===== src/rtl/bz_pkg.sv =====
// Types and helpers shared by the buzzer music player and the tone decoder.
// Record fields use the player's units: period and duration in clk cycles.
package bz_pkg;

    localparam int TUNE_W = 20;
    localparam int BEAT_W = 28;

    typedef struct packed {
        logic [TUNE_W-1:0] period;
        logic [BEAT_W-1:0] duration;
    } tone_rec_t;

    typedef enum logic [1:0] {
        IDLE = 2'd0,
        ARM  = 2'd1,
        TONE = 2'd2
    } dec_state_t;

    // True when p lies within l +/- (l >> shift); all arithmetic unsigned.
    function automatic logic period_match(
        input logic [TUNE_W-1:0] p,
        input logic [TUNE_W-1:0] l,
        input int unsigned       shift
    );
        logic [TUNE_W-1:0] diff;
        diff = (p >= l) ? (p - l) : (l - p);
        return (diff <= (l >> shift));
    endfunction

    // Duration plus one period, clamped at the top of the duration range.
    function automatic logic [BEAT_W-1:0] sat_add_beat(
        input logic [BEAT_W-1:0] a,
        input logic [TUNE_W-1:0] b
    );
        logic [BEAT_W:0] sum;
        sum = {1'b0, a} + {{(BEAT_W + 1 - TUNE_W){1'b0}}, b};
        return sum[BEAT_W] ? {BEAT_W{1'b1}} : sum[BEAT_W-1:0];
    endfunction

endpackage


===== src/rtl/buzzer_tone_decoder_edge_period_meter.sv =====
// Synchronises the beep line, detects rising edges, rejects edges that come
// too soon after the previous accepted one, and counts cycles between edges.
module edge_period_meter
    import bz_pkg::*;
#(
    parameter int MIN_PERIOD = 64
) (
    input  logic              clk,
    input  logic              rstn,
    input  logic              beep_in,
    output logic              edge_acc,
    output logic [TUNE_W-1:0] p
);

    localparam logic [TUNE_W-1:0] CNT_MAX = {TUNE_W{1'b1}};
    localparam logic [TUNE_W-1:0] MIN_P   = TUNE_W'(MIN_PERIOD);
    localparam logic [TUNE_W-1:0] CNT_ONE = TUNE_W'(1);

    // [0],[1] are the synchroniser flops, [2] holds the previous synced level.
    logic [2:0]        sync_reg;
    logic [TUNE_W-1:0] cnt_p_reg;
    logic              seen_reg;
    logic              rise;

    assign rise = sync_reg[1] & ~sync_reg[2];

    // Before the first accepted edge there is no reference, so nothing is gated.
    assign edge_acc = rise & (~seen_reg | (cnt_p_reg >= MIN_P));
    assign p        = cnt_p_reg;

    always_ff @(posedge clk or negedge rstn) begin
        if (!rstn) begin
            sync_reg  <= '0;
            cnt_p_reg <= '0;
            seen_reg  <= 1'b0;
        end else begin
            sync_reg <= {sync_reg[1:0], beep_in};
            if (edge_acc) begin
                cnt_p_reg <= CNT_ONE;
                seen_reg  <= 1'b1;
            end else if (cnt_p_reg != CNT_MAX) begin
                cnt_p_reg <= cnt_p_reg + CNT_ONE;
            end
        end
    end

endmodule


===== src/rtl/buzzer_tone_decoder.sv =====
// Turns a square-wave beep line back into {period,duration} note records,
// held in a single-entry output register with a valid/ready handshake.
module buzzer_tone_decoder
    import bz_pkg::*;
#(
    parameter int TOL_SHIFT    = 4,
    parameter int MIN_PERIOD   = 64,
    parameter int REST_TIMEOUT = 200000
) (
    input  logic              clk,
    input  logic              rstn,
    input  logic              beep_in,
    output logic              note_valid,
    input  logic              note_ready,
    output logic [TUNE_W-1:0] note_period,
    output logic [BEAT_W-1:0] note_duration,
    output logic              note_done,
    output logic              overflow
);

    localparam logic [TUNE_W-1:0] RT_LIM  = TUNE_W'(REST_TIMEOUT);
    localparam logic [BEAT_W-1:0] D_MAX   = {BEAT_W{1'b1}};
    localparam logic [BEAT_W-1:0] D_ONE   = BEAT_W'(1);

    logic              edge_acc;
    logic [TUNE_W-1:0] p;

    edge_period_meter #(
        .MIN_PERIOD (MIN_PERIOD)
    ) u_meter (
        .clk      (clk),
        .rstn     (rstn),
        .beep_in  (beep_in),
        .edge_acc (edge_acc),
        .p        (p)
    );

    dec_state_t        state_reg;
    logic [BEAT_W-1:0] cnt_d_reg;
    logic [BEAT_W-1:0] first_reg;
    logic [BEAT_W-1:0] last_reg;
    logic [TUNE_W-1:0] lock_reg;
    tone_rec_t         out_rec_reg;
    logic              note_valid_reg;
    logic              note_done_reg;
    logic              overflow_reg;

    logic              timeout;
    logic              match;
    logic              emit;
    tone_rec_t         emit_rec;
    logic [BEAT_W-1:0] span;

    assign timeout = (p > RT_LIM);
    assign match   = period_match(p, lock_reg, TOL_SHIFT);
    assign span    = last_reg - first_reg;

    // A mismatching edge closes the note at its last edge; a timeout also
    // credits the final period, which ran out after that last edge.
    always_comb begin
        emit     = 1'b0;
        emit_rec = '0;
        if (state_reg == TONE) begin
            if (edge_acc && !match) begin
                emit              = 1'b1;
                emit_rec.period   = lock_reg;
                emit_rec.duration = span;
            end else if (!edge_acc && timeout) begin
                emit              = 1'b1;
                emit_rec.period   = lock_reg;
                emit_rec.duration = sat_add_beat(span, lock_reg);
            end
        end
    end

    always_ff @(posedge clk or negedge rstn) begin
        if (!rstn) begin
            state_reg      <= IDLE;
            cnt_d_reg      <= '0;
            first_reg      <= '0;
            last_reg       <= '0;
            lock_reg       <= '0;
            out_rec_reg    <= '0;
            note_valid_reg <= 1'b0;
            note_done_reg  <= 1'b0;
            overflow_reg   <= 1'b0;
        end else begin
            note_done_reg <= 1'b0;
            if (cnt_d_reg != D_MAX) begin
                cnt_d_reg <= cnt_d_reg + D_ONE;
            end

            // cnt_d is the note's timebase; first/last are timestamps on it.
            case (state_reg)
                IDLE: begin
                    cnt_d_reg <= '0;
                    if (edge_acc) begin
                        first_reg <= '0;
                        last_reg  <= '0;
                        cnt_d_reg <= D_ONE;
                        state_reg <= ARM;
                    end
                end
                ARM: begin
                    if (edge_acc) begin
                        lock_reg  <= p;
                        last_reg  <= cnt_d_reg;
                        state_reg <= TONE;
                    end else if (timeout) begin
                        cnt_d_reg <= '0;
                        state_reg <= IDLE;
                    end
                end
                TONE: begin
                    if (edge_acc) begin
                        last_reg <= cnt_d_reg;
                        if (!match) begin
                            first_reg <= last_reg;
                            lock_reg  <= p;
                        end
                    end else if (timeout) begin
                        cnt_d_reg <= '0;
                        state_reg <= IDLE;
                    end
                end
                default: begin
                    state_reg <= IDLE;
                end
            endcase

            // A pending unaccepted record is never overwritten.
            if (emit) begin
                if (!note_valid_reg || note_ready) begin
                    out_rec_reg    <= emit_rec;
                    note_valid_reg <= 1'b1;
                    note_done_reg  <= 1'b1;
                end else begin
                    overflow_reg <= 1'b1;
                end
            end else if (note_valid_reg && note_ready) begin
                note_valid_reg <= 1'b0;
            end
        end
    end

    assign note_valid    = note_valid_reg;
    assign note_period   = out_rec_reg.period;
    assign note_duration = out_rec_reg.duration;
    assign note_done     = note_done_reg;
    assign overflow      = overflow_reg;

endmodule


===== config.mk =====
export PLATFORM = sky130hd
export DESIGN_NAME = buzzer_tone_decoder
export DESIGN_NICKNAME = d
export VERILOG_FILES = /design/src/rtl/bz_pkg.sv /design/src/rtl/buzzer_tone_decoder_edge_period_meter.sv /design/src/rtl/buzzer_tone_decoder.sv
export SDC_FILE = /design/constraint.sdc
export NUM_CORES = 1
export LEC_CHECK = 0
export BUFFER_PORTS_ARGS = -buffer_cell sky130_fd_sc_hd__buf_4
export CAP_MARGIN = 5
export CORE_MARGIN = 1.5
export CORE_UTILIZATION = 25
export CTS_CLUSTER_SIZE = 28
export DETAILED_ROUTE_END_ITERATION = 10
export HOLD_SLACK_MARGIN = 0.08
export PLACE_DENSITY_LB_ADDON = 0.1
export SLEW_MARGIN = 20
export SYNTH_ARGS = -nofsm -noshare
export SYNTH_HDL_FRONTEND = slang
export SYNTH_SLANG_ARGS = --single-unit

===== constraint.sdc =====
create_clock -name clk -period 8.4 [get_ports clk]
set_input_delay 0.42 -clock clk [delete_from_list [all_inputs] [get_ports clk]]
set_output_delay 0.42 -clock clk [all_outputs]
set_load 0.02 [all_outputs]

Word level (Yosys, flattened, before mapping)
Cells that the tools add are included.
{"block": "op_classes", "addsub": 6, "magnitude_cmp": 4, "eq_ne": 11, "mux": 35, "bitwise": 6, "reduce_logical": 21}
{"operator": "2-to-1 mux 28 bit", "count": 8}
{"operator": "case mux 28 bit (2 select lines)", "count": 3}
{"operator": "2-to-1 mux 48 bit", "count": 3}
{"operator": "2-to-1 mux 20 bit", "count": 6}
{"operator": "case mux 20 bit (2 select lines)", "count": 1}
{"operator": "subtractor 20 bit", "count": 2}
{"operator": "adder 28 x 20 -> 29 bit", "count": 1}
{"operator": "adder 28 x 1 -> 28 bit, second input constant", "count": 1}
{"operator": "!= test 28 bit, second input constant", "count": 1}
{"operator": "subtractor 28 bit", "count": 1}
{"operator": "adder 20 x 1 -> 20 bit, second input constant", "count": 1}
{"operator": "greater-or-equal comparator 20 bit", "count": 1}
{"operator": "greater-or-equal comparator 20 x 7 -> 1 bit, second input constant", "count": 1}
{"operator": "> comparator 20 x 18 -> 1 bit, second input constant", "count": 1}
{"operator": "<= comparator 20 x 16 -> 1 bit", "count": 1}
{"operator": "!= test 20 bit, second input constant", "count": 1}
{"operator": "!= test 2 bit, second input constant", "count": 5}
{"operator": "nonzero test 2 bit", "count": 5}
{"operator": "2-to-1 mux 1 bit", "count": 9}
{"operator": "2-to-1 mux 2 bit", "count": 4}
{"operator": "AND reduction 2 bit", "count": 4}
{"operator": "AND reduction 4 bit", "count": 2}
{"operator": "case mux 2 bit (3 select lines)", "count": 1}
{"operator": "!= test 2 x 1 -> 1 bit, second input constant", "count": 2}
{"operator": "11 further kinds", "count": 18}
{"block": "totals", "reg_bits": 181, "input_bits": 4, "elab_cells": 96}

Depth between registers and ports, before layout
{"block": "depth", "ltp_word": 10, "ltp_mapped": 26}

Modules after synthesis
Synthesis repeated with hierarchy kept, for this count alone.
{"block": "unflattened", "cells_unflattened": 1427, "area_unflattened_um2": 13322.8}
{"module": "buzzer_tone_decoder", "instances": 1, "cells_each": 1287, "area_per_inst_um2": 11985.2}
{"module": "edge_period_meter", "instances": 1, "cells_each": 140, "area_per_inst_um2": 1337.5}

Worst setup path before layout
No wires, ideal clock.
{"block": "synth_path", "path_type": "reg-to-reg", "startpoint": "register u_meter.cnt_p_reg[17], in the netlist u_meter.p[17]", "endpoint": "register out_rec_reg, in the netlist note_period[15]", "t_arrival_ns": 6.049, "setup_slack_ns": 2.226, "stages_incl_launch_ff": 24, "cell_sequence": "dfrtp_1 > clkbuf_1 > inv_1 > ha_1 > a21o_1 > a311oi_1 > nand2_1 > o31ai_2 > clkbuf_1 > buf_1 > mux2i_1 > xnor2_1 > ha_1 > a21o_1 > a221o_1 > a221o_1 > a221o_1 > a21boi_0 > nor4b_1 > o21a_2 > nor3_4 > o21ai_4 > buf_2 > mux2_2"}
{"block": "synth_via", "elab_chain_cells": 9, "elab_cells_between_ends": 20, "cone_classes": "add/sub (2); order compare (4); mux (7); bitwise (2); reduce/logical (5)"}
{"element": "start: declaration", "line_no": "buzzer_tone_decoder_edge_period_meter.sv:21", "rtl": "logic [TUNE_W-1:0] cnt_p_reg;"}
{"element": "start signal: assignment", "line_no": "buzzer_tone_decoder_edge_period_meter.sv:42", "rtl": "cnt_p_reg <= cnt_p_reg + CNT_ONE;"}
{"element": "parallel branches: the longest is 9 deep, another holds subtractor 20 bit"}
{"element": "end signal: assignment", "line_no": "buzzer_tone_decoder.sv:134", "rtl": "out_rec_reg <= emit_rec;"}
{"element": "end: declaration", "line_no": "buzzer_tone_decoder.sv:43", "rtl": "tone_rec_t out_rec_reg;"}
Several ways; the timed one is not identified.
A chain may end at the register's enable or synchronous reset.

Final worst setup path
{"block": "layout_path", "startpoint": "register u_meter.cnt_p_reg[17], in the netlist u_meter.p[17]", "endpoint": "register out_rec_reg, in the netlist note_duration[19]"}
The elaborated chain is that of the path after synthesis.

==> impl_metrics.ini <==
[run_status]
outcome = complete, no violations

[critical_path]
cpMaxStageDelayCell = o31ai_4
start_kind = flop
cp.arrival_ns = 7.38
max_stage_delay_ns = 0.67
path_cells = inv_1, ha_1, a21o_1, a311oi_1, nand2_1, o31ai_4, o21ai_0, o21ai_0, xor2_1, ha_1, and3_1, a221o_1, a221o_1, a221o_1, a21boi_0, nor4b_1, o21ai_0, nand3_2, mux2_2, mux2_4
worstSetupPathType = flop to flop
worstPathMaxFanout = 27
rrSetupSlack_ns = 1.40
cp_top_family = compound AO/OA/AOI/OAI gates
cp.required_ns = 8.78
critPathCaptureType = flop
path_buf_inv = 1

[synth]
syn-num-nets = 1522
synth_area_leaders = dfrtp_1 (35%), ha_1 (10%), a22o_1 (4.0%)
ys_ff_latch = 181
yosys-top-cells-count = dfrtp_1 (181), ha_1 (109), inv_1 (106)
yosysTopAreaCell = dfrtp_1
yosysSeqAreaShare_pct = 34.7
synthCells = 1405
async_reset_ff_share_pct = 100
synth_most_common_cell = dfrtp_1
synth-edff-count = 0
synth_area_per_cell_sq_um = 9.28
synth-main-ff-cell = dfrtp_1
synth_cell_types = 77
synth_top_area_share_pct = 34.7
yosysWarningCount = 0
syn_area_sq_um = 13000

[sta]
slew_headroom_pct = 32.5
fin_worst_skew_ns = 0.0257
worst_slew_pin_slew_ns = 0.987
slew_violations = 0
finalHoldViolCount = 0
fmax_mhz = 143
rsz0062_at_grt = no
setup-tns-final_ns = 0
setup_violations = 0
finalCritPeriodShare_pct = 83.4
period_minus_slack_ns = 7.00

[cells_and_area]
area_growth_pct = 13.2
antenna_cells = 0
stdcell_area_sq_um = 14800
drive_above_1_share_pct = 11.2
final_nets = 1550

[die]
die_area_sq_um = 53500
core_area_sq_um = 51400
initial_core_util_pct = 25.4
die_y_microns = 231
rows = 83
ios = 55
die_width_microns = 231

[global_route]
grt_pass1_wl_mm = 68.4
grt_pass1_vias = 10800
antenna_found_initial = 0
track_usage_pct = 16.9
globalRouteOverflowTotal = 0
grt_max_degree = 71

[cts]
clock_path_buffers = 2
clk_pin_slew_ns = 0.09
cts_tree = done
cts_made_buffers = 17
cts_max_level = 4
clk-insertion-delay-late_ns = 0.48
clkSinkCount = 181
root_buffer = clkbuf_16

[route]
route.vias.total = 10700
drt_pre_antenna_iters = 5
drc = 0
via_per_inst = 5.04
first_iter_violations = 624
wl_mm = 43.9
wl_per_cell_microns = 20.6
drtAntennaViolNets = 0

[placement]
hpwl_mm = 34.3
gp_congestion = 0.868
placed_area_sq_um = 14200
portBuffers = 54

[job]
max_cap_violations = 0

[power]
max-vdd-ir-drop_uv = 177
p_leak_nw = 6.78
power.density_nw_per_um2 = 233

[hold_path]
hp-class = flop to flop
## what timing repair did
item / CTS / global route
hold buffers: 2 / 0
hold endpoints to repair: 69 / 0
setup buffers: 0 / 0
resized for setup: 0 / 0
## logic make-up (layout without fill, tap and decap cells)
family / count (synthesis) / after routing / synth area share (%)
XOR/XNOR: 97 / 97 / 6.52
AO/OA/AOI/OAI: 399 / 399 / 21.6
adder cells (fa/ha/maj): 113 / 113 / 11.1
multiplexers: 86 / 86 / 7.20
buffers and inverters: 168 / 208 / 5.15
AND/OR/NAND/NOR: 361 / 361 / 13.7
flip-flops: 181 / 181 / 34.7
## layout make-up
type,instances,area (sq um)
fill,5453,36700
multi-input combinational,1056,7870
sequential,181,4530
tap,680,851
timing repair buffer,70,537
clock buffer,18,439
inverter,107,402
clock inverter,13,128
## placed cells by master (no fill, tap or decap), types with 40 or more instances in the layout
| cell type | count |
|---|---|
| buf_4 | 67 |
| xnor2_1 | 57 |
| nand2_1 | 78 |
| nand3_1 | 44 |
| dfrtp_1 | 181 |
| a21oi_1 | 95 |
| a22o_1 | 59 |
| ha_1 | 109 |
| mux2i_1 | 51 |
| inv_1 | 106 |
| nor2_1 | 100 |
| xor2_1 | 40 |
| o21ai_0 | 59 |
## where the power goes
group	switching (mW)	internal [mW]	total, mW	leakage, nW
Combinational	0.977	0.676	1.65	4.05
Clock	0.413	0.400	0.813	0.277
Sequential	0.0623	0.907	0.969	2.45
## stage by stage
stage / hold slack, ns / util, % / total power [mW] / worst slack (ns) / cells
floorplan: 0.124 / - / 2.15 / 2.23 / 1405
global placement: 0.348 / 27.6 / 2.64 / 1.50 / 2092
detailed placement: 0.355 / 27.6 / 2.61 / 1.42 / 2092
CTS: 0.372 / 28.7 / 3.46 / 1.40 / 2125
global route: 0.378 / 28.7 / 3.70 / 0.811 / 2125
finish: 0.366 / 28.7 / 3.43 / 1.40 / 2125
## worst reg2reg max path: cells and delay by family (launching register included)
kind	cells	cell delay (ns)
xor gates and xnor gates	1	0.18
and+or+nand+nor	4	1.52
AOI/OAI and AO/OA	10	3.10
muxes	2	0.69
DFF	1	0.57
buffers and inverters	1	0.16
adders and majority gates	2	0.72
## metal layers
| layer | global-route usage (%) | routed length (microns) | share of wire, % | up-vias |
|---|---|---|---|---|
| li1 | - | - | - | 5174 |
| met1 | 24.1 | 22100 | 50 | 5289 |
| met2 | 25.8 | 19300 | 44 | 204 |
| met3 | 2.55 | 1310 | 3.0 | 49 |
| met4 | 6.03 | 1120 | 2.5 | 0 |
| met5 | 0 | 0 | 0 | - |
## path summary, 6_finish.rpt
kind,start,to,depth (start not counted)
max reg2reg,u_meter.p[17]$_DFFE_PN0P_,note_duration[19]$_DFFE_PN0P_,20
max,u_meter.p[17]$_DFFE_PN0P_,note_duration[19]$_DFFE_PN0P_,20
min reg2reg,u_meter.sync_reg[0]$_DFF_PN0_,u_meter.sync_reg[1]$_DFF_PN0_,0
max in group asynchronous,rstn,u_meter.p[3]$_DFFE_PN0P_,3
min,u_meter.sync_reg[0]$_DFF_PN0_,u_meter.sync_reg[1]$_DFF_PN0_,0
min in group asynchronous,rstn,cnt_d_reg[27]$_DFF_PN0_,2
Note: power is estimated with default switching activity, not from simulation.
